<file path="config.mk">
export PLATFORM = sky130hd
export DESIGN_NAME = mem_access_ctrl
export DESIGN_NICKNAME = d
export VERILOG_FILES = /design/src/rtl/mem_access_ctrl_pkg.sv /design/src/rtl/mem_lane_align.sv /design/src/rtl/mem_access_ctrl.sv
export SDC_FILE = /design/constraint.sdc
export NUM_CORES = 1
export LEC_CHECK = 0
export CAP_MARGIN = 0
export CORE_ASPECT_RATIO = 1.75
export CORE_UTILIZATION = 45
export CTS_CLUSTER_SIZE = 10
export DETAILED_ROUTE_END_ITERATION = 10
export HOLD_SLACK_MARGIN = 0.08
export PLACE_DENSITY = 0.76
export SLEW_MARGIN = 40
export SYNTH_ARGS = -nofsm -noshare
export SYNTH_HDL_FRONTEND = slang
export SYNTH_HIERARCHICAL = 1
export SYNTH_SLANG_ARGS = --single-unit
</file>
<file path="constraint.sdc">
create_clock -name i_clock -period 10.15 [get_ports i_clock]
set_input_delay 1.5225 -clock i_clock [delete_from_list [all_inputs] [get_ports i_clock]]
set_output_delay 1.5225 -clock i_clock [all_outputs]
set_load 0.05 [all_outputs]
</file>
<file path="src/rtl/mem_access_ctrl_pkg.sv">
// mem_access_ctrl_pkg
//   Shared codes for the data-memory access controller: access direction,
//   store size codes, load funct3 codes, pipeline opcodes, FSM state
//   encoding and the helper that turns a request into a byte count.
package mem_access_ctrl_pkg;

  localparam logic MEM_READ  = 1'b0;
  localparam logic MEM_WRITE = 1'b1;

  // Store size codes follow the RISC-V store funct3[1:0]; 2'b11 falls into word.
  localparam logic [1:0] STORE_B = 2'b00;
  localparam logic [1:0] STORE_H = 2'b01;
  localparam logic [1:0] STORE_W = 2'b10;

  localparam logic [2:0] LB  = 3'b000;
  localparam logic [2:0] LH  = 3'b001;
  localparam logic [2:0] LW  = 3'b010;
  localparam logic [2:0] LBU = 3'b100;
  localparam logic [2:0] LHU = 3'b101;

  localparam logic [6:0] OPCODE_LOAD  = 7'b0000011;
  localparam logic [6:0] OPCODE_STORE = 7'b0100011;

  typedef enum logic [1:0] {
    IDLE  = 2'b00,
    BEAT0 = 2'b01,
    BEAT1 = 2'b10
  } state_t;

  // Access size in bytes (1, 2 or 4); unlisted codes behave as a word.
  function automatic logic [2:0] accessBytes(input logic rw,
                                             input logic [1:0] storeSel,
                                             input logic [2:0] loadSel);
    logic [2:0] bytes;
    bytes = 3'd4;
    if (rw == MEM_WRITE) begin
      case (storeSel)
        STORE_B: bytes = 3'd1;
        STORE_H: bytes = 3'd2;
        default: bytes = 3'd4;
      endcase
    end else begin
      case (loadSel)
        LB, LBU: bytes = 3'd1;
        LH, LHU: bytes = 3'd2;
        default: bytes = 3'd4;
      endcase
    end
    return bytes;
  endfunction

  // funct3[2]=0 selects the sign-extending loads.
  function automatic logic isSignedLoad(input logic [2:0] loadSel);
    return ~loadSel[2];
  endfunction

endpackage

</file>
<file path="src/rtl/mem_lane_align.sv">
// mem_lane_align
//   Purely combinational lane steering for one access.
//   i_offset      byte offset inside the first word (addr[1:0])
//   i_sizeBytes   access size in bytes (1, 2, 4)
//   i_signed      sign-extend the load result
//   i_wdata       right-justified store data
//   i_beat0/1     read words of the first and second beat
//   o_be0/o_be1   byte enables for beat 0 / beat 1
//   o_wdata0/1    lane-aligned write data for beat 0 / beat 1
//   o_split       access crosses a word boundary and needs two beats
//   o_loadData    extracted and extended load result
module mem_lane_align
  import mem_access_ctrl_pkg::*;
(
  input  logic [1:0]  i_offset,
  input  logic [2:0]  i_sizeBytes,
  input  logic        i_signed,
  input  logic [31:0] i_wdata,
  input  logic [31:0] i_beat0,
  input  logic [31:0] i_beat1,
  output logic [3:0]  o_be0,
  output logic [3:0]  o_be1,
  output logic [31:0] o_wdata0,
  output logic [31:0] o_wdata1,
  output logic        o_split,
  output logic [31:0] o_loadData
);

  logic [7:0]  w_baseMask;
  logic [7:0]  w_mask8;
  logic [63:0] w_data64;
  logic [31:0] w_shifted;

  always_comb begin
    w_baseMask = 8'h0F;
    case (i_sizeBytes)
      3'd1:    w_baseMask = 8'h01;
      3'd2:    w_baseMask = 8'h03;
      default: w_baseMask = 8'h0F;
    endcase

    w_mask8  = w_baseMask << i_offset;
    w_data64 = {32'd0, i_wdata} << {i_offset, 3'b000};
    // Only the low word of the shifted pair can hold the result.
    w_shifted = 32'({i_beat1, i_beat0} >> {i_offset, 3'b000});

    o_be0    = w_mask8[3:0];
    o_be1    = w_mask8[7:4];
    o_wdata0 = w_data64[31:0];
    o_wdata1 = w_data64[63:32];
    o_split  = ({2'b00, i_offset} + {1'b0, i_sizeBytes}) > 4'd4;

    o_loadData = w_shifted;
    case (i_sizeBytes)
      3'd1:    o_loadData = i_signed ? {{24{w_shifted[7]}}, w_shifted[7:0]}
                                     : {24'd0, w_shifted[7:0]};
      3'd2:    o_loadData = i_signed ? {{16{w_shifted[15]}}, w_shifted[15:0]}
                                     : {16'd0, w_shifted[15:0]};
      default: o_loadData = w_shifted;
    endcase
  end

endmodule

</file>
<file path="src/rtl/mem_access_ctrl.sv">
// mem_access_ctrl
//   Sequences one load/store per MEM-stage request over a req/ack word port,
//   splitting word-crossing accesses into two beats. All outputs registered.
//   i_clock, i_reset_n            clock, async active-low reset
//   i_start, i_rw                 request strobe (sampled in IDLE), direction
//   i_store_sel, i_load_sel       store size code, load funct3
//   i_addr, i_wdata               byte address, right-justified store data
//   o_busy, o_done, o_fault       stall, completion pulse, timeout flag
//   o_rdata                       extended load result (valid with o_done)
//   o_mem_req/we/addr/wdata/be    memory beat request
//   i_mem_ack, i_mem_rdata        memory beat completion and read word
module mem_access_ctrl
  import mem_access_ctrl_pkg::*;
#(
  parameter int MAX_WAIT = 15
) (
  input  logic        i_clock,
  input  logic        i_reset_n,
  input  logic        i_start,
  input  logic        i_rw,
  input  logic [1:0]  i_store_sel,
  input  logic [2:0]  i_load_sel,
  input  logic [31:0] i_addr,
  input  logic [31:0] i_wdata,
  output logic        o_busy,
  output logic        o_done,
  output logic        o_fault,
  output logic [31:0] o_rdata,
  output logic        o_mem_req,
  output logic        o_mem_we,
  output logic [31:0] o_mem_addr,
  output logic [31:0] o_mem_wdata,
  output logic [3:0]  o_mem_be,
  input  logic        i_mem_ack,
  input  logic [31:0] i_mem_rdata
);

  localparam logic [7:0] WAIT_LIMIT = 8'(MAX_WAIT - 1);

  state_t      r_state;
  logic [7:0]  r_waitCnt;
  logic        r_rw;
  logic [2:0]  r_sizeBytes;
  logic        r_signed;
  logic [31:0] r_addr;
  logic [31:0] r_wdata;
  logic [31:0] r_beat0;
  logic        r_busy, r_done, r_fault, r_memReq, r_memWe;
  logic [31:0] r_rdata, r_memAddr, r_memWdata;
  logic [3:0]  r_memBe;

  logic [1:0]  w_alOffset;
  logic [2:0]  w_alSize;
  logic        w_alSigned;
  logic [31:0] w_alWdata, w_alBeat0, w_alBeat1;
  logic [3:0]  w_be0, w_be1;
  logic [31:0] w_wdata0, w_wdata1, w_loadData;
  logic        w_split;
  logic        w_timeout;

  // In IDLE the aligner sees the incoming request so beat-0 lanes can be
  // registered on the accepting edge; afterwards it sees the latched copy.
  // The live read word feeds whichever beat is currently being acked.
  always_comb begin
    w_alOffset = (r_state == IDLE) ? i_addr[1:0] : r_addr[1:0];
    w_alSize   = (r_state == IDLE) ? accessBytes(i_rw, i_store_sel, i_load_sel)
                                   : r_sizeBytes;
    w_alSigned = (r_state == IDLE) ? isSignedLoad(i_load_sel) : r_signed;
    w_alWdata  = (r_state == IDLE) ? i_wdata : r_wdata;
    w_alBeat0  = (r_state == BEAT0) ? i_mem_rdata : r_beat0;
    w_alBeat1  = (r_state == BEAT1) ? i_mem_rdata : 32'd0;
    // An ack arriving in the last allowed wait cycle still wins.
    w_timeout  = ~i_mem_ack && (r_waitCnt == WAIT_LIMIT);
  end

  mem_lane_align u_align (
    .i_offset    (w_alOffset),
    .i_sizeBytes (w_alSize),
    .i_signed    (w_alSigned),
    .i_wdata     (w_alWdata),
    .i_beat0     (w_alBeat0),
    .i_beat1     (w_alBeat1),
    .o_be0       (w_be0),
    .o_be1       (w_be1),
    .o_wdata0    (w_wdata0),
    .o_wdata1    (w_wdata1),
    .o_split     (w_split),
    .o_loadData  (w_loadData)
  );

  always_ff @(posedge i_clock or negedge i_reset_n) begin
    if (!i_reset_n) begin
      r_state     <= IDLE;
      r_waitCnt   <= 8'd0;
      r_rw        <= 1'b0;
      r_sizeBytes <= 3'd0;
      r_signed    <= 1'b0;
      r_addr      <= 32'd0;
      r_wdata     <= 32'd0;
      r_beat0     <= 32'd0;
      r_busy      <= 1'b0;
      r_done      <= 1'b0;
      r_fault     <= 1'b0;
      r_rdata     <= 32'd0;
      r_memReq    <= 1'b0;
      r_memWe     <= 1'b0;
      r_memAddr   <= 32'd0;
      r_memWdata  <= 32'd0;
      r_memBe     <= 4'd0;
    end else begin
      r_done  <= 1'b0;
      r_fault <= 1'b0;
      case (r_state)
        IDLE: begin
          if (i_start) begin
            r_state     <= BEAT0;
            r_waitCnt   <= 8'd0;
            r_rw        <= i_rw;
            r_sizeBytes <= w_alSize;
            r_signed    <= w_alSigned;
            r_addr      <= i_addr;
            r_wdata     <= i_wdata;
            r_busy      <= 1'b1;
            r_memReq    <= 1'b1;
            r_memWe     <= i_rw;
            r_memAddr   <= {i_addr[31:2], 2'b00};
            r_memWdata  <= w_wdata0;
            r_memBe     <= w_be0;
          end
        end
        BEAT0, BEAT1: begin
          if (i_mem_ack && (r_state == BEAT0) && w_split) begin
            // Second beat follows immediately; base+4 wraps at 2^32.
            r_state    <= BEAT1;
            r_waitCnt  <= 8'd0;
            r_beat0    <= i_mem_rdata;
            r_memAddr  <= {r_addr[31:2] + 30'd1, 2'b00};
            r_memWdata <= w_wdata1;
            r_memBe    <= w_be1;
          end else if (i_mem_ack || w_timeout) begin
            r_state  <= IDLE;
            r_waitCnt <= 8'd0;
            r_busy   <= 1'b0;
            r_memReq <= 1'b0;
            r_memWe  <= 1'b0;
            r_memBe  <= 4'd0;
            r_done   <= 1'b1;
            r_fault  <= ~i_mem_ack;
            r_rdata  <= (i_mem_ack && (r_rw == MEM_READ)) ? w_loadData : 32'd0;
          end else begin
            r_waitCnt <= r_waitCnt + 8'd1;
          end
        end
        default: r_state <= IDLE;
      endcase
    end
  end

  assign o_busy      = r_busy;
  assign o_done      = r_done;
  assign o_fault     = r_fault;
  assign o_rdata     = r_rdata;
  assign o_mem_req   = r_memReq;
  assign o_mem_we    = r_memWe;
  assign o_mem_addr  = r_memAddr;
  assign o_mem_wdata = r_memWdata;
  assign o_mem_be    = r_memBe;

endmodule

</file>
# [After elaboration in Yosys (flattened, before gate mapping)]
# Index checks and enable logic that the tools add are counted.
# Widths: inputs -> output; s select.
[word_totals] ff_bits=215 latch_bits=0 mem_bits_rw=0 rom_bits=0 in_bits=106 output_inout_bits=105 wordCells=105 n_memories=0
[classes] addsub=3 n_mul=0 n_div=0 magnitude_cmp=1 eq_ne=14 n_shift=3 muxes=44 n_bitwise=4 reduce_logical=20
[op_table] op="$mux 32" count=10
[op_table] op="$pmux 32 s2" count=3
[op_table] op="$shl 32x5->64" count=1
[op_table] op="$shr 64x5->32" count=1
[op_table] op="$add 30x1->30 const B" count=1
[op_table] op="$mux 8" count=3
[op_table] op="$pmux 4 s2" count=2
[op_table] op="$pmux 8 s2" count=1
[op_table] op="$mux 4" count=3
[op_table] op="$pmux 3 s2" count=2
[op_table] op="$mux 1" count=11
[op_table] op="$reduce_and 3->1" count=3
[op_table] op="$add 8x1->8 const B" count=1
[op_table] op="$eq 8x4->1 const B" count=1
[op_table] op="$mux 2" count=4
[op_table] op="$ne 2x2->1 const B" count=4
[op_table] op="$reduce_and 2->1" count=4
[op_table] op="$shl 4x2->8" count=1
[op_table] op="$eq 3x1->1 const B" count=2
[op_table] op="$eq 3x3->1 const B" count=2
[op_table] op="$mux 3" count=2
[op_table] op="$reduce_or 2->1" count=3
[op_table] op="$add 2x3->4" count=1
[op_table] op="$eq 2x1->1 const B" count=2
[op_table] op="other kinds (13)" count=21

# [Longest topological paths before layout]
# Gate-level depths: netlist of run 1.
[depth] depth_word=10 mapped_depth=18 ltp_nobuf=15

# [Hierarchy]
# Netlist of run 1, hierarchy kept.
[modules_own_cells] module="mem_access_ctrl" instances=1 cells_each=1010 area_per_inst_um2=10485.1 seq_area_each_um2=5330.1
[modules_own_cells] module="mem_lane_align" instances=1 cells_each=264 area_per_inst_um2=2187.1 seq_area_each_um2=0.0

# [Worst setup path before layout of run 1]
# OpenSTA, ideal clock, no wires.
[synth_path] path_kind="in2reg" from="input port i_rw" to="register r_memAddr[16] (netlist: o_mem_addr[16])" setup_ps=65 arrival_ps=4128 t_required_ps=10085 setup_slack_ps=5957 cell_stages=16 path_cell_list="clkbuf_1 > nor3_1 > a21oi_1 > a21oi_1 > ha_1 > fa_1 > nor2_1 > o21ai_0 > nand2_1 > o21ai_0 > nand3_1 > a21oi_1 > clkbuf_1 > o21ai_0 > a21oi_1 > a21o_1"
[synth_between] elab_chain_cells=7
[synth_rtl] element="start: declaration" line="mem_access_ctrl.sv:20" text="input logic i_rw,"
[synth_rtl] element="$mux 3" line="mem_access_ctrl_pkg.sv:36" text="if (rw == MEM_WRITE) begin"
[synth_rtl] element="$mux 3" line="mem_access_ctrl.sv:66" text="w_alSize = (r_state == IDLE) ? accessBytes(i_rw, i_store_sel, i_load_sel)"
[synth_rtl] element="net w_alSize[0]" line="mem_access_ctrl.sv:53" text="logic [2:0] w_alSize;"
[synth_rtl] element="$add 2x3->4" line="mem_lane_align.sv:51" text="o_split = ({2'b00, i_offset} + {1'b0, i_sizeBytes}) > 4'd4;"
[synth_rtl] element="$gt 4x3->1" line="mem_lane_align.sv:51"
[synth_rtl] element="net w_split" line="mem_access_ctrl.sv:58" text="logic w_split;"
[synth_rtl] element="$logic_and 1x1->1" line="mem_access_ctrl.sv:132" text="if (i_mem_ack && (r_state == BEAT0) && w_split) begin"
[synth_rtl] element="$ne 2x2->1 (no source line)"
[synth_rtl] element="$reduce_and 3->1 (no source line)"
[synth_rtl] element="end signal: assignment" line="mem_access_ctrl.sv:126" text="r_memAddr <= {i_addr[31:2], 2'b00};"
[synth_rtl] element="end signal: assignment" line="mem_access_ctrl.sv:137" text="r_memAddr <= {r_addr[31:2] + 30'd1, 2'b00};"
[synth_rtl] element="end: declaration" line="mem_access_ctrl.sv:49" text="logic [31:0] r_rdata, r_memAddr, r_memWdata;"
# The timed path passes the listed nets, and every way through them passes these cells.
# A chain may end at the register's enable or synchronous reset.

# [Final worst setup path of run 1]
[layout_path] from="input port i_rw" to="register r_memAddr[12] (netlist: o_mem_addr[12])"
# Same word-level chain as after synthesis.

==> summary.md, run 1 <==
| Metric | Value |
|---|---|
| Cell count after placement | 1768 |
| Reg2reg path depth | 14 |
| Via Count | 10000 |
| Measured slew at the worst slew-check pin | 0.838 ns |
| CTS clock-pin slew for the worst setup and hold paths | 0.06 ns |
| First-pass GRT wire length | 54500 um |
| Vias in the first global route | 10100 |
| Bufs and invs on worst path | 2 |
| Num ports | 211 |
| Worst setup EP type | flop |
| Die width | 129 um |
| Largest net degree at the start of global routing | 78 |
| Global route total overflow | 0 |
| CP Launch Type | primary input |
| Hold_sp | r_beat0[9] |
| Global-route met3 utilization | 3.30% |
| Overall Global Routing Usage | 24.3% |
| WL per Instance | 19.1 um |
| Gr busiest metal | met2 |
| Tmin final | 4.88 ns |
| Met2 Use GR | 43.4% |
| P&R area growth vs syn | 23.2% |
| Max VDD drop | 0.291 mV |
| Outcome | finished, final reports clean |
| Worst hold stages | 2 |
| Final Max Tran Viols | 0 |
| Crit path max fanout | 23 |
| Row cnt | 80 |
| H-tree levels | 1 |
| Finished Core Util | 56.7% |
| CTS sink cnt | 213 |
| Clock skew | 0.0100 ns |
| Port buffer count | 208 |
| 1st-iter DRT viols | 670 |
| DR vias/cell | 5.56 |
| RSZ-0062 raised after global routing | no |
| FF-to-FF End | o_mem_addr[12] |
| Hold endpoint | r_beat0[9] |
| Leakage | 0.00683 uW |
| Core area | 27400 sq um |
| TNS Setup | 0 ns |
| Die Ht | 224 um |
| Routed Antenna Nets | 0 |
| Fmax | 205 MHz |
| CP required | 10.57 ns |
| Synthesized instance count | 1266 |
| Final period util | 48.1% |
| Reg-to-Reg Start | r_state[0] |
| Share of layout cells above drive strength 1 | 15.8% |
| Initial antenna violation count | 3 |
| CP peak stage delay | 0.60 ns |
| Root buffer cell | clkbuf_16 |
| Critical path's top delay family | compound AO/OA/AOI/OAI gates |
| WS Path Type | primary input to flop |
| Max_cap viols | 0 |
| Worst-path cell chain | clkdlybuf4s50_1 -> nor3_1 -> a21oi_1 -> a21oi_1 -> ha_1 -> fa_1 -> nor2_1 -> o21ai_0 -> nand2_1 -> o21ai_0 -> nand3_1 -> a21oi_1 -> buf_4 -> nand2_1 -> o21ai_0 |
| Cells resized by post-CTS repair | 0 |
| Syn Std Cell Area | 12600 sq um |
| GPL Wtd Cong | 0.892 |
| WL final | 34300 um |
| Initial Utilization | 46.0% |
| Power per cell area | 391 nW/um^2 |
| Drt first pass iters | 6 |
| Final setup viols | 0 |
| Met1 usage | 27.4% |
| Cts hold-fix bufs | 0 |
| Fin cells | 1797 |
| Worst-Skew Late Latency | 0.52 ns |
| Final HPWL DP | 24000 um |
| Synth warnings | 6 |
| Die footprint | 28700 sq um |
| CTS tree | yes |
| WP depth | 15 |
| Mean Syn Cell Area | 9.97 sq um |
| Postcts setup bufs | 0 |
| Slew Limit Headroom | 43.7% |
| Critical Path Slowest Stage Cell | clkdlybuf4s50_1 |
| Reg-to-reg setup timing slack | 5.47 ns |
| Hold crit path type | flop to flop |
| Final Hold Vio Count | 0 |
| DRC Markers | 0 |
| CTS buffer count | 25 |
| CTS Buffer Depth | 3 |
| NumNets Final | 1542 |
| Crit path arrival time | 5.30 ns |
[power breakdown]
group | internal [uW] | total, uW | switching [uW]
Combinational | 1520 | 3820 | 2310
Sequential | 1240 | 1500 | 254
Clock | 433 | 762 | 328
[final cells by class]
class	count	area, sq um
Clock buffer	26	629
Multi-Input combinational cell	921	6720
Sequential cell	213	5330
Tap cell	369	462
Inverter	43	161
Timing Repair Buffer	222	2230
Fill cell	2444	11900
Clock inverter	1	8.76
Antenna cell	2	5.00
[layout by cell type, fill, tap and decap left out, drive strengths merged, types with 2 or more instances in the layout]
cell type and n:
and2 34, nor2 66, or2 3, dfrtp 213, nand3b 2, or3 3
o22ai 12, a21o 7, ha 9, a22o 9, nand2 208, a22oi 5
xor2 23, and4 2, a21boi 2, clkdlybuf4s50 207, mux2i 129, o221ai 16
o21ai 85, and3 16, conb 11, nor3 9, xnor2 9, diode 2
clkbuf 27, nand3 17, nand2b 5, inv 43, nor2b 11, mux4 14
a21oi 46, mux2 139, buf 14, nand4 15
[through the flow]
stage / cell area [sq um] / setup WS, ns / hold slack, ns / total power [uW]
6_report: 15500 / 5.27 / 0.471 / 6080
4_1_cts: 15500 / 5.35 / 0.472 / 6110
2_1_floorplan: 12700 / 5.96 / 0.442 / 4290
3_5_place_dp: 14900 / 4.85 / 0.458 / 5320
5_1_grt: 15500 / 4.95 / 0.489 / 6470
3_3_place_gp: 14800 / 4.89 / 0.453 / 5190
[flip-flops by register name (all words and copies together) (netlist names), 2 cells and up]
signal and flops:
r_sizeBytes 3, r_beat0 32, r_state 2, r_wdata 32
r_addr 32, o_mem_addr 30, o_mem_wdata 32, o_rdata 32
r_waitCnt 8, o_mem_be 4
[worst reg2reg max path, stage by stage (launching register included)]
cell and delay (ns):
dfrtp_1 0.42, inv_1 0.14, ha_4 0.62, mux2_4 0.64, ha_1 0.37, fa_1 0.52
nor2_1 0.06, o21ai_0 0.14, nand2_1 0.07, o21ai_0 0.18, nand3_1 0.21, a21oi_1 0.21
buf_4 0.29, nand2_1 0.42, o21ai_0 0.32
[metal layers]
| metal | part of all wire (%) | routed length (um) |
|---|---|---|
| met4 | 5.5 | 1900 |
| met5 | 0.038 | 13 |
| met3 | 4.9 | 1670 |
| met2 | 52 | 17900 |
| met1 | 37 | 12800 |
[worst max-delay path by stage]
stage / start / endpoint / slack [ns]
finish: i_rw / o_mem_addr[12] / 5.27
global route: i_rw / o_mem_addr[24] / 4.95
CTS: i_rw / o_mem_addr[25] / 5.35
detailed placement: i_rw / o_mem_addr[25] / 4.85
global placement: i_addr[0] / o_mem_wdata[14] / 4.89
floorplan: i_rw / o_mem_addr[16] / 5.96
No activity file was read; power rests on OpenSTA's default activity.
==> run 2: changes to the inputs <==
==> constraint.sdc (replaced) <==
create_clock -name i_clock -period 4.5 [get_ports i_clock]
set_input_delay 0.675 -clock i_clock [delete_from_list [all_inputs] [get_ports i_clock]]
set_output_delay 0.675 -clock i_clock [all_outputs]
set_load 0.05 [all_outputs]
==> run 2 against run 1 <==
- routed wire length rose by 0.93%
- non-clock buffer count rose by 9
- core utilization rose by 0.51 points
- final cell count rose by 0.56%
- total power rose by 130%
- die area did not move
- combinational power rose by 130%
- count of clock-buffer cells in the layout rose by 4
- via count rose by 0.13%
- worst hold slack got worse by 0.0034 ns
- global-route usage rose by 0.35 points
- register-to-register slack got worse by 4.6 ns
- largest power group unchanged
- highest routed layer unchanged
==> summary.md, run 2 (synthesis results as in run 1) <==
| Metric | Value |
|---|---|
| Die footprint | 28700 sq um (unchanged) |
| Port buffer count | 208 (unchanged) |
| Largest net degree at the start of global routing | 101 (+29%) |
| Critical path's top delay family | adder cells |
| H-tree levels | 1 (unchanged) |
| Final HPWL DP | 24300 um (+0.98%) |
| CTS buffer count | 25 (unchanged) |
| Most frequent cells in the layout | dfrtp_1, nand2_1, clkdlybuf4s50_1, mux2_2, mux2i_1 |
| Fmax | 277 MHz |
| Max_cap viols | 0 (unchanged) |
| Worst hold stages | 2 (unchanged) |
| Core area | 27400 sq um (unchanged) |
| Cells resized by post-CTS repair | 0 (unchanged) |
| Vias in the first global route | 10300 (+2.0%) |
| Routed Antenna Nets | 0 (unchanged) |
| NumNets Final | 1551 (+0.58%) |
| Hold endpoint | r_beat0[30] |
| Postcts setup bufs | 0 (unchanged) |
| CP peak stage delay | 0.50 ns (-0.10 ns) |
| Outcome | finished, final reports clean |
| Filler cells | 2440 (-0.16%) |
| Drt first pass iters | 4 (-2) |
| WL final | 34600 um (+0.93%) |
| CP required | 4.93 ns (-5.64 ns) |
| Measured slew at the worst slew-check pin | 0.782 ns (-0.0562 ns) |
| Final period util | 80.2% |
| Cts hold-fix bufs | 0 (unchanged) |
| Tmin final | 3.61 ns |
| Worst slack, placed | 0.357 ns (-4.49 ns) |
| Final Hold Vio Count | 0 (unchanged) |
| TNS Setup | 0 ns (unchanged) |
| Hold crit path type | flop to flop |
| Critical Path Slowest Stage Cell | fa_1 |
| Slew Limit Headroom | 47.9% (+4.2 points) |
| CP Launch Type | flop |
| GPL Wtd Cong | 0.882 (-1.1%) |
| Initial Utilization | 46.0% (unchanged) |
| Initial antenna violation count | 1 (-2) |
| Final setup viols | 0 (unchanged) |
| CTS clock-pin slew for the worst setup and hold paths | 0.06 ns (about the same) |
| WL per Instance | 19.2 um (+0.37%) |
| Root buffer cell | clkbuf_16 |
| RSZ-0062 raised after global routing | no |
| Most common cell after layout, fill and taps aside | dfrtp_1 |
| CTS sink cnt | 213 (unchanged) |
| Reg-to-reg setup timing slack | 0.89 ns (-4.58 ns) |
| Reg2reg path depth | 13 (-1) |
| Clock skew | 0.0189 ns (+0.00892 ns) |
| Final Max Tran Viols | 0 (unchanged) |
| Worst-path cell chain | inv_1 -> ha_4 -> mux2_4 -> ha_1 -> fa_1 -> nor2_1 -> o21ai_0 -> nand2_1 -> o21ai_0 -> nand3_1 -> a21oi_1 -> nand2_1 -> o22ai_1 |
| Share of layout cells above drive strength 1 | 16.3% (+0.49 points) |
| Worst-Skew Late Latency | 0.52 ns (about the same) |
| DRC Markers | 0 (unchanged) |
| WS Path Type | flop to flop |
| Final worst slack | 0.892 ns (-4.38 ns) |
| Worst setup EP type | flop |
| CTS tree | yes |
| First-pass GRT wire length | 55300 um (+1.4%) |
| Overall Global Routing Usage | 24.6% (+0.35 points) |
| Hold_sp | r_beat0[30] |
| Bufs and invs on worst path | 1 (-1) |
| FF-to-FF End | o_mem_addr[18] |
| Power per cell area | 881 nW/um^2 (+130%) |
| Global route total overflow | 0 (unchanged) |
| Die Ht | 224 um (unchanged) |
| Num ports | 211 (unchanged) |
| # diodes | 0 (-2) |
| Reg-to-Reg Start | r_state[0] |
| Via Count | 10000 (+0.13%) |
| P&R area growth vs syn | 24.3% |
| Die width | 129 um (unchanged) |
| Max VDD drop | 0.865 mV (+200%) |
| Crit path arrival time | 4.04 ns (-1.26 ns) |
| Finished Core Util | 57.2% (+0.51 points) |
| Leakage | 0.00690 uW (+1.1%) |
| Crit path max fanout | 17 (-26%) |
| DR vias/cell | 5.54 (-0.42%) |
| CTS Buffer Depth | 3 (unchanged) |
| 1st-iter DRT viols | 564 (-16%) |
| Row cnt | 80 (unchanged) |
-- run 2: cell count changes in the layout (fill, tap and decap cells not counted), sizes merged --
cell         before  now
clkbuf           27   30
clkinv            1    0
dlygate4sd3       0    1
diode             2    0
buf              14   23
-- run 2: layout make-up --
type	count	area, sq um	area share, %
repair buffers	231	2340	14.9
well taps	369	462	2.94
multi-input cells	921	6720	42.9
inverters	43	161	1.03
flip-flops and latches	213	5330	34.0
clock buffers	30	664	4.24
-- run 2: worst max-delay path by stage --
stage / start / endpoint / slack [ns] / cells past startpoint
floorplan: r_state[0] / o_mem_addr[16] / 0.88 / 17
global placement: i_rw / o_mem_addr[28] / 0.48 / 14
detailed placement: i_rw / o_mem_addr[18] / 0.36 / 14
CTS: r_state[0] / o_mem_addr[18] / 0.86 / 13
global route: i_rw / o_mem_addr[12] / 0.57 / 14
finish: r_state[0] / o_mem_addr[18] / 0.89 / 13
-- run 2: routing by layer --
layer  global-route usage, %  vias up  routed length [um]
met3                    3.32       91                1620
met2                    44.4      298               18000
met4                    14.2        2                1990
met5                       0        -                  15
met1                    27.3     4928               13000
li1                        -     4694                   -
-- run 2: worst min-delay path, stage by stage (launching register included) --
cell and delay, ns:
dfrtp_1 0.34, nand2_1 0.05, nand2_1 0.05
-- run 2: metrics by stage --
step	power (uW)	hold WS [ns]	std cells	cell area, sq um
2_1_floorplan	9690	0.379	1275	12700
3_3_place_gp	11800	0.453	1774	14900
3_5_place_dp	12000	0.459	1774	15000
4_1_cts	13900	0.279	1804	15600
5_1_grt	14700	0.492	1807	15700
6_report	13800	0.467	1807	15700
-- run 2: power by group --
| group | internal, uW | total [uW] | switching (uW) |
|---|---|---|---|
| clock | 1020 | 1760 | 744 |
| sequential | 2810 | 3420 | 619 |
| combinational | 3470 | 8640 | 5170 |
==> run 3: changes to the inputs <==
--- a/config.mk
+++ b/config.mk
@@ -11,7 +11,7 @@
 export CTS_CLUSTER_SIZE = 10
 export DETAILED_ROUTE_END_ITERATION = 10
 export HOLD_SLACK_MARGIN = 0.08
-export PLACE_DENSITY = 0.76
+export PLACE_DENSITY = 0.79
 export SLEW_MARGIN = 40
 export SYNTH_ARGS = -nofsm -noshare
 export SYNTH_HDL_FRONTEND = slang
==> constraint.sdc (replaced) <==
create_clock -name i_clock -period 2.9 [get_ports i_clock]
set_input_delay 0.435 -clock i_clock [delete_from_list [all_inputs] [get_ports i_clock]]
set_output_delay 0.435 -clock i_clock [all_outputs]
set_load 0.05 [all_outputs]
==> run 3 against run 2 <==
- the run now ends with setup timing left
- sequential power is 55% higher
- final cell count is 3.0% higher
- sequential share of layout area is 1.2 points lower
- largest cell class unchanged
==> summary.md, run 3 (synthesis results as in run 1) <==
| Metric | Value |
|---|---|
| Outcome | complete, but fails checks |
| Die width | 129 um (unchanged) |
| Most frequent cells in the layout | dfrtp_1, clkdlybuf4s50_1, nand2_1, mux2_2, mux2i_1 |
| Via Count | 10400 (+4.2%) |
| Crit path arrival time | 3.38 ns (-0.66 ns) |
| Routed Antenna Nets | 0 (unchanged) |
| First-pass GRT wire length | 56900 um (+2.8%) |
| NumNets Final | 1601 (+3.2%) |
| Fmax | 334 MHz (+21%) |
| Final worst slack | -0.0900 ns (-0.982 ns) |
| Clock skew | 0.0146 ns (-0.00429 ns) |
| Tmin final | 2.99 ns (-0.618 ns) |
| Port buffer count | 208 (unchanged) |
| CTS sink cnt | 213 (unchanged) |
| CTS Buffer Depth | 3 (unchanged) |
| Global route total overflow | 0 (unchanged) |
| Max_cap viols | 0 (unchanged) |
| RSZ-0062 raised after global routing | yes |
| Finished Core Util | 59.4% (+2.2 points) |
| Final period util | 103% (+23 points) |
| Drt first pass iters | 5 (+1) |
| Filler cells | 2371 (-2.8%) |
| CTS tree | yes |
| WL per Instance | 19.7 um (+2.8%) |
| Worst hold slack | 0.450 ns (-0.0172 ns) |
| Overall Global Routing Usage | 25.7% (+1.1 points) |
| Root buffer cell | clkbuf_16 |
| TNS Setup | -2.31 ns (-2.31 ns) |
| Final Max Tran Viols | 0 (unchanged) |
| Final HPWL DP | 26500 um (+9.2%) |
| Worst setup EP type | flop |
| Crit path max fanout | 26 (+9) |
| CP Launch Point | r_state[1] |
| Initial Utilization | 46.0% (unchanged) |
| 1st-iter DRT viols | 779 (+38%) |
| CP required | 3.29 ns (-1.64 ns) |
| Final setup viols | 80 (+80) |
| CTS buffer count | 25 (unchanged) |
| Final Hold Vio Count | 0 (unchanged) |
| Slew Limit Headroom | 44.6% (-3.3 points) |
| Cell count after placement | 1821 (+2.6%) |
| Initial antenna violation count | 4 (+3) |
| Leakage | 0.00720 uW (+4.4%) |
| WL final | 36700 um (+6.0%) |
| Share of layout cells above drive strength 1 | 20.4% (+4.1 points) |
| DR vias/cell | 5.60 (+1.1%) |
| Largest net degree at the start of global routing | 82 (-19%) |
| Fin cells | 1862 (+3.0%) |
| CP Launch Type | flop |
| Reg-to-Reg Start | r_state[1] |
| Core area | 27400 sq um (unchanged) |
| P&R area growth vs syn | 29.0% |
| CTS clock-pin slew for the worst setup and hold paths | 0.05 ns (about the same) |
| Die footprint | 28700 sq um (unchanged) |
| Failing checks | setup timing |
| Row cnt | 80 (unchanged) |
| Most common cell after layout, fill and taps aside | dfrtp_1 |
| GPL Wtd Cong | 0.902 (+2.3%) |
| Vias in the first global route | 10500 (+2.2%) |
| Max VDD drop | 0.806 mV (-6.8%) |
| Num ports | 211 (unchanged) |
| WS Path Type | flop to flop |
| Measured slew at the worst slew-check pin | 0.831 ns (+0.0494 ns) |
| DP Area | 15400 sq um (+3.1%) |
| Post-Layout Inst Area | 16300 sq um (+3.8%) |
| Hold crit path type | primary input to asynchronous set/reset pin |
| H-tree levels | 1 (unchanged) |
| Power per cell area | 1390 nW/um^2 (+58%) |
| Worst-Skew Late Latency | 0.54 ns (+0.02 ns) |
| Die Ht | 224 um (unchanged) |
| DRC Markers | 0 (unchanged) |
## run 3: power breakdown
| group | internal [uW] | total [uW] | leakage, uW | switching (uW) |
|---|---|---|---|---|
| clock | 1580 | 2770 | 0.000331 | 1190 |
| sequential | 4350 | 5300 | 0.00266 | 944 |
| combinational | 6170 | 14600 | 0.00421 | 8430 |
## run 3: layout make-up
type                    instances  area, sq um  share of cell area (%)
clock buffers                  30          664                    4.08
repair buffers                281         2830                    17.4
diodes                          4         10.0                  0.0615
flip-flops and latches        213         5330                    32.7
inverters                      43          161                   0.991
clock inverters                 1         8.76                  0.0538
multi-input cells             921         6810                    41.8
well taps                     369          462                    2.84
## run 3: path summary, 6_finish.rpt
check,endpoint,slack (ns),cells past startpoint
max in group asynchronous,o_rdata[21],1.61,3
min in group i_clock,r_beat0[31],0.46,3
worst min register to register,r_beat0[6],0.47,2
worst max register to register,o_mem_addr[22],-0.09,14
worst min-delay path,o_mem_wdata[11],0.45,2
worst max-delay path,o_mem_addr[22],-0.09,14
## run 3: per-layer routing
metal | track usage (%) | vias to the layer above | share of wire (%)
met4 | 15.7 | 0 | 6.3
met1 | 28.3 | 5111 | 36
li1 | - | 4805 | -
met2 | 46.2 | 387 | 53
met5 | 0 | - | 0
met3 | 3.30 | 129 | 4.6
## run 3: through the flow
stage | setup slack, ns | power (uW)
3_3_place_gp | -0.461 | 19100
4_1_cts | -0.0734 | 22500
3_5_place_dp | -0.567 | 19500
5_1_grt | -0.197 | 24000
2_1_floorplan | -0.152 | 15400
6_report | -0.0900 | 22700
## run 3: timing repair
| item | in CTS | in global routing |
|---|---|---|
| hold buffers | 1 | 0 |
| buffers inserted | 2 | 1 |
| resized for setup | 14 | 21 |
| setup endpoints to repair | 122 | 133 |
| pin swaps | 5 | 4 |
| cloned | 0 | 2 |
| endpoints found under the hold margin | 62 | 0 |
## run 3: worst max-delay path, stage by stage, from the launching register on
cell and delay (ns):
dfrtp_1 0.39, inv_2 0.09, ha_4 0.19, mux2_4 0.34
ha_4 0.17, fa_1 0.49, nor2_1 0.05, o21ai_1 0.12
nand2_1 0.08, o21ai_2 0.09, nand3_2 0.15, a21o_4 0.26
buf_12 0.17, a21oi_2 0.15, o22ai_1 0.10
